$ cat config.mk
export PLATFORM = sky130hd
export DESIGN_NAME = mc_ctrl_fsm
export DESIGN_NICKNAME = d
export VERILOG_FILES = /design/src/rtl/mc_ctrl_fsm.sv
export SDC_FILE = /design/constraint.sdc
export NUM_CORES = 1
export LEC_CHECK = 0
export CORE_ASPECT_RATIO = 0.9
export CORE_MARGIN = 3
export CORE_UTILIZATION = 47
export CTS_CLUSTER_SIZE = 24
export DETAILED_ROUTE_END_ITERATION = 16
export PLACE_DENSITY = 0.91
export SLEW_MARGIN = 20
export SYNTH_ARGS = -nofsm -noshare
export SYNTH_HDL_FRONTEND = slang
export SYNTH_SLANG_ARGS = --single-unit
$ cat constraint.sdc
create_clock -name clk -period 2 [get_ports clk]
set_input_delay 0.6 -clock clk [delete_from_list [all_inputs] [get_ports clk]]
set_output_delay 0.6 -clock clk [all_outputs]
set_load 0.1 [all_outputs]
$ cat src/rtl/mc_ctrl_fsm.sv
// rtl/mc_ctrl_fsm.sv - multicycle MIPS control sequencer
// Moore-decoded control with mem_ready/zero-qualified strobes, wait timeout and overflow trap.
module mc_ctrl_fsm #(
  parameter int MEM_TIMEOUT = 255,
  parameter int CNT_W       = 8
) (
  input  logic       clk,
  input  logic       rst,
  input  logic [5:0] op,
  input  logic [5:0] funct,
  input  logic       zero,
  input  logic       overflow,
  input  logic       mem_ready,
  output logic       memreq,
  output logic       memwrite,
  output logic       iord,
  output logic       irwrite,
  output logic       pcwrite,
  output logic       regwrite,
  output logic       regdst,
  output logic       memtoreg,
  output logic       alusrca,
  output logic [1:0] alusrcb,
  output logic [1:0] pcsrc,
  output logic [2:0] alucontrol,
  output logic       exc,
  output logic       halted
);

  typedef enum logic [3:0] {
    FETCH, DECODE, MEMADR, MEMRD, MEMWB, MEMWR, RTYPEEX,
    RTYPEWB, ADDIEX, ADDIWB, BEQEX, JEX, EXC, ERR
  } state_t;

  localparam logic [5:0] OP_LW   = 6'b100011;
  localparam logic [5:0] OP_SW   = 6'b101011;
  localparam logic [5:0] OP_RTYP = 6'b000000;
  localparam logic [5:0] OP_BEQ  = 6'b000100;
  localparam logic [5:0] OP_ADDI = 6'b001000;
  localparam logic [5:0] OP_J    = 6'b000010;

  state_t           state_q, state_d;
  logic [CNT_W-1:0] cnt_q, cnt_d;
  logic             timeout;

  assign timeout = (cnt_q >= CNT_W'(MEM_TIMEOUT));

  always_comb begin
    logic arith;
    logic illegal;
    arith      = 1'b0;
    illegal    = 1'b0;
    state_d    = state_q;
    cnt_d      = '0;
    memreq     = 1'b0;
    memwrite   = 1'b0;
    iord       = 1'b0;
    irwrite    = 1'b0;
    pcwrite    = 1'b0;
    regwrite   = 1'b0;
    regdst     = 1'b0;
    memtoreg   = 1'b0;
    alusrca    = 1'b0;
    alusrcb    = 2'b00;
    pcsrc      = 2'b00;
    alucontrol = 3'b000;
    exc        = 1'b0;
    halted     = 1'b0;
    case (state_q)
      FETCH: begin
        memreq     = 1'b1;
        alusrcb    = 2'b01;
        alucontrol = 3'b010;
        irwrite    = mem_ready;
        pcwrite    = mem_ready;
        if (mem_ready)    state_d = DECODE;
        else if (timeout) state_d = ERR;
      end
      DECODE: begin
        alusrcb    = 2'b11;
        alucontrol = 3'b010;
        case (op)
          OP_LW, OP_SW: state_d = MEMADR;
          OP_RTYP:      state_d = RTYPEEX;
          OP_BEQ:       state_d = BEQEX;
          OP_ADDI:      state_d = ADDIEX;
          OP_J:         state_d = JEX;
          default:      state_d = ERR;
        endcase
      end
      MEMADR: begin
        alusrca    = 1'b1;
        alusrcb    = 2'b10;
        alucontrol = 3'b010;
        state_d    = (op == OP_SW) ? MEMWR : MEMRD;
      end
      MEMRD: begin
        memreq = 1'b1;
        iord   = 1'b1;
        if (mem_ready)    state_d = MEMWB;
        else if (timeout) state_d = ERR;
      end
      MEMWB: begin
        regwrite = 1'b1;
        memtoreg = 1'b1;
        state_d  = FETCH;
      end
      MEMWR: begin
        memreq   = 1'b1;
        memwrite = 1'b1;
        iord     = 1'b1;
        if (mem_ready)    state_d = FETCH;
        else if (timeout) state_d = ERR;
      end
      RTYPEEX: begin
        alusrca = 1'b1;
        case (funct)
          6'b100000: begin alucontrol = 3'b010; arith = 1'b1; end
          6'b100010: begin alucontrol = 3'b110; arith = 1'b1; end
          6'b100100: alucontrol = 3'b000;
          6'b100101: alucontrol = 3'b001;
          6'b101010: alucontrol = 3'b111;
          default:   illegal = 1'b1;
        endcase
        if (illegal)                state_d = ERR;
        else if (arith && overflow) state_d = EXC;
        else                        state_d = RTYPEWB;
      end
      RTYPEWB: begin
        regwrite = 1'b1;
        regdst   = 1'b1;
        state_d  = FETCH;
      end
      ADDIEX: begin
        alusrca    = 1'b1;
        alusrcb    = 2'b10;
        alucontrol = 3'b010;
        state_d    = overflow ? EXC : ADDIWB;
      end
      ADDIWB: begin
        regwrite = 1'b1;
        state_d  = FETCH;
      end
      BEQEX: begin
        alusrca    = 1'b1;
        alucontrol = 3'b110;
        pcsrc      = 2'b01;
        pcwrite    = zero;
        state_d    = FETCH;
      end
      JEX: begin
        pcsrc   = 2'b10;
        pcwrite = 1'b1;
        state_d = FETCH;
      end
      EXC: begin
        exc     = 1'b1;
        state_d = FETCH;
      end
      ERR:     halted  = 1'b1;
      default: state_d = ERR;
    endcase
    // Only a stalled memory state keeps counting; any state change restarts from zero.
    if (state_d == state_q && memreq && !mem_ready) cnt_d = cnt_q + CNT_W'(1);
    if (!rst) begin
      memreq     = 1'b0;
      memwrite   = 1'b0;
      iord       = 1'b0;
      irwrite    = 1'b0;
      pcwrite    = 1'b0;
      regwrite   = 1'b0;
      regdst     = 1'b0;
      memtoreg   = 1'b0;
      alusrca    = 1'b0;
      alusrcb    = 2'b00;
      pcsrc      = 2'b00;
      alucontrol = 3'b000;
      exc        = 1'b0;
      halted     = 1'b0;
    end
  end

  always_ff @(posedge clk or negedge rst) begin
    if (!rst) begin
      state_q <= FETCH;
      cnt_q   <= '0;
    end else begin
      state_q <= state_d;
      cnt_q   <= cnt_d;
    end
  end

endmodule
==> results of run 1 <==
logic make-up after synthesis:
group | Yosys count | share of synthesized area, %
adders and majority gates | 1 | 1.06
DFF | 12 | 25.5
muxes | 2 | 1.70
and+or+nand+nor | 78 | 36.1
AOI/OAI and AO/OA | 34 | 22.7
buffers and inverters | 15 | 6.36
xor gates and xnor gates | 9 | 6.68
stage by stage:
step | cell area [um^2] | TNS (ns)
after floorplan | 1420 | -4.08
after global placement | 2260 | -8.48
==> results_dict.tcl, run 1 <==
set metrics [dict create \
    gp_congestion 0.986 \
    synthFlopType "dfrtp_1" \
    netlist_top_cells_area "dfrtp_1, nor2_1, xor2_1" \
    yosysSeqAreaShare_pct 25.5 \
    synth_top_area_cell "dfrtp_1" \
    synthesis.area_mm2 0.00118 \
    yosys_register_bits 12 \
    io_pins 35 \
    num_rows 16 \
    die_h_um 53.5 \
    error_line "[ERROR DPL-0033] detailed placement checks failed during check placement." \
    yosysUniqueCellTypes 49 \
    synth_enable_flop_cells 0 \
    post-dp-hpwl_um 5270 \
    yosys.area.top_type_share_pct 25.5 \
    lastStage "detailed placement (3_5_place_dp)" \
    yosysMostFrequentCell "nor2_1" \
    status "aborted with a tool error" \
    fp.dieW_um 58.8 \
    start_util_pct 51.7 \
    async_flop_share_pct 100 \
    avgSynthCellArea_um2 7.81 \
    synthCells 151 \
    ys.warnings.count 0 \
    synth_fp_nets 169 \
    port_buffers 34 \
    synthTopCellsByCount "nor2_1, dfrtp_1, nand2_1, nor3_1, xor2_1" \
]
==> run 2, diff against run 1 <==
CORE_AREA = 3 3 64 66   (was unset)
CORE_ASPECT_RATIO = unset   (was 0.9)
CORE_MARGIN = unset   (was 3)
CORE_UTILIZATION = unset   (was 47)
CTS_CLUSTER_SIZE = unset   (was 24)
DIE_AREA = 0 0 67 69   (was unset)
PLACE_DENSITY = unset   (was 0.91)
PLACE_DENSITY_LB_ADDON = 0.15   (was unset)
==> run 2 against run 1 <==
Net effect: the flow now finishes, with violations (setup timing); area after synthesis unchanged; synthesized cell count unchanged.
==> results_dict.tcl, run 2 <==
set metrics [dict create \
    wl_um 4790 \
    fin_crit_sh_pct 112 \
    clk_pin_slew_ns 0.06 \
    antenna_found_initial 0 \
    synthFlopType "dfrtp_1" \
    worstSetupPathType "reg -> out" \
    cp_slowest_cell "dfrtp_2" \
    synthAdderAreaFrac_pct 1.06 \
    grt_usage_pct 20.9 \
    hold_viol 0 \
    core_region_area_mm2 0.00363 \
    grt_pass1_wl_um 7680 \
    drtIter0Drc 70 \
    grt.overflow.total 0 \
    area_growth_pct 123 \
    synthesis.area_mm2 0.00118 \
    critPathTopFamily "simple AND/OR/NAND/NOR gates" \
    fin_cells 291 \
    placed_cells_incl_taps 274 \
    hold_path.class "in -> async" \
    route.detailed.drc 0 \
    final_util_pct 72.6 \
    ant_nets 0 \
    worst_skew_pair.late_latency_ns 0.24 \
    seqCellArea_um2 303 \
    yosys.area_share.xor_xnor_pct 6.68 \
    cp_num_buf_inv 1 \
    largest_reg_flops 8 \
    post-dp-hpwl_um 3480 \
    io_pins 35 \
    synth-simple-area-share_pct 36.1 \
    fp.dieW_um 67 \
    start_util_pct 32.5 \
    synthCells 151 \
    synth_top_area_cell "dfrtp_1" \
    port_buffers 34 \
    violations "setup timing" \
    die-area_mm2 0.00462 \
    fin_ws_ns -0.240 \
    root_buffer "clkbuf_8" \
    h-tree-depth 1 \
    crit_chain "or3_4 > nor3b_4 > buf_12" \
    rsz0062_at_grt "true" \
    yosys.area.top_type_share_pct 25.5 \
    ir_worst_vdd_uv 976 \
    cts.path.max_buffers 2 \
    layout-drive-gt1-share_pct 57.2 \
    synth-compound-area-share_pct 22.7 \
    avgSynthCellArea_um2 7.81 \
    synthTopCellsByCount "nor2_1, dfrtp_1, nand2_1, nor3_1, xor2_1" \
    yosysUniqueCellTypes 49 \
    ys.warnings.count 0 \
    fin_crit_ns 2.24 \
    p_leak_nw 1.14 \
    yosysSeqAreaShare_pct 25.5 \
    regMostFlops "cnt_q" \
    clock_skew_ns 0.00399 \
    top_regs "cnt_q: 8 flops, state_q: 4 flops" \
    yosysMostFrequentCell "nor2_1" \
    numClockSinks 12 \
    grt_max_degree 11 \
    cts_tree "yes" \
    p_per_area_mw_per_mm2 1290 \
    max_clock_freq_ghz 0.447 \
    setup_viol 17 \
    finalMaxSlewViolations 0 \
    gp_congestion 0.833 \
    synth_top_family_by_area "simple AND/OR/NAND/NOR gates" \
    tightest_slew_ns 0.429 \
    synth.area.mux_share_pct 1.70 \
    yosys_register_bits 12 \
    layout_common_cells "buf_4, buf_12, nor2_1, buf_6, dfrtp_1" \
    dr.pass1.iters 4 \
    first_global_vias 1635 \
    layout.nets 262 \
    wl_per_cell_um 16.5 \
    layout_commonest_cell "buf_4" \
    die_h_um 69 \
    async_flop_share_pct 100 \
    cp-start-kind "flip-flop" \
    num_rows 22 \
    synth_fp_nets 169 \
    synth_enable_flop_cells 0 \
    multi_input_area_mm2 0.00113 \
    cp-end-kind "output pin" \
    netlist_top_cells_area "dfrtp_1, nor2_1, xor2_1" \
    cp.required_ns 1.40 \
    cpPeakStageDelay_ns 0.50 \
    holdBufCountCts 0 \
    cp.arrival_ns 1.64 \
    fillCellCount 263 \
    vias 1586 \
    cp_max_fo 9 \
    status "complete, but fails checks" \
    cap_violations 0 \
    slew_headroom_pct 70.6 \
    vias_per_cell 5.45 \
    cts_buffers 3 \
    diodes 0 \
]
run 2: worst reg2reg max path: stages (launching register included):
cell     delay [ns]
dfrtp_1        0.40
ha_1           0.25
and4_1         0.24
a41oi_1        0.25
buf_4          0.16
nand2_1        0.15
nor2_1         0.17
run 2: final timing paths:
check / startpoint / slack (ns) / endpoint / cells past startpoint
worst min-delay path: rst / 0.31 / cnt_q[4] / 2
worst max register to register: cnt_q[0] / 0.30 / cnt_q[6] / 6
max in group asynchronous: rst / 1.36 / state_q[2] / 3
worst min register to register: cnt_q[0] / 0.49 / cnt_q[0] / 1
worst max-delay path: state_q[2] / -0.24 / pcsrc[0] / 3
min in group clk: cnt_q[0] / 0.49 / cnt_q[0] / 1
run 2: cells by family after synthesis:
group,after synthesis
adder cells (fa/ha/maj),1
XOR/XNOR,9
flip-flops,12
multiplexers,2
buffers and inverters,15
AO/OA/AOI/OAI,34
AND/OR/NAND/NOR,78
run 2: area by class of cell:
type / count / share of cell area (%)
multi-input cells: 124 / 42.9
repair buffers: 97 / 40.4
clock buffers: 4 / 2.09
inverters: 6 / 0.854
flip-flops and latches: 12 / 11.5
well taps: 48 / 2.28
run 2: where the power goes:
group	leakage [nW]	internal (W)	total, W	switching (W)
sequential	0.159	0.000295	0.000373	0.0000777
combinational	0.951	0.00126	0.00276	0.00150
clock	0.0288	0.000174	0.000268	0.0000937
run 2: layer usage:
metal  part of all wire [%]  routed length [um]  up-vias  track usage, %
met3                    3.9                 187        7            2.77
met4                    1.1                  52        0            5.41
met5                      0                   0        -               0
met2                     54                2580       41            37.3
met1                     41                1970      791            25.6
li1                       -                   -      747               -
run 2: metrics by stage:
step | worst slack (ns) | hold slack (ns) | TNS, ns | instance area, um^2 | total power [W]
finish | -0.240 | 0.313 | -2.46 | 2640 | 0.00340
global route | -0.291 | 0.320 | -3.41 | 2640 | 0.00355
CTS | -0.214 | 0.306 | -2.37 | 2550 | 0.00329
detailed placement | -0.608 | 0.483 | -9.06 | 2300 | 0.00270
global placement | -0.564 | 0.469 | -8.87 | 2300 | 0.00267
floorplan | -0.603 | 0.304 | -4.08 | 1420 | 0.00179
run 2: repair_timing:
item                       4_1_cts  5_1_grt
resized for setup               75       10
setup endpoints to repair       20       20
buffers inserted                 8        6
pin swaps                       24        7
No activity file was read; power rests on OpenSTA's default activity.
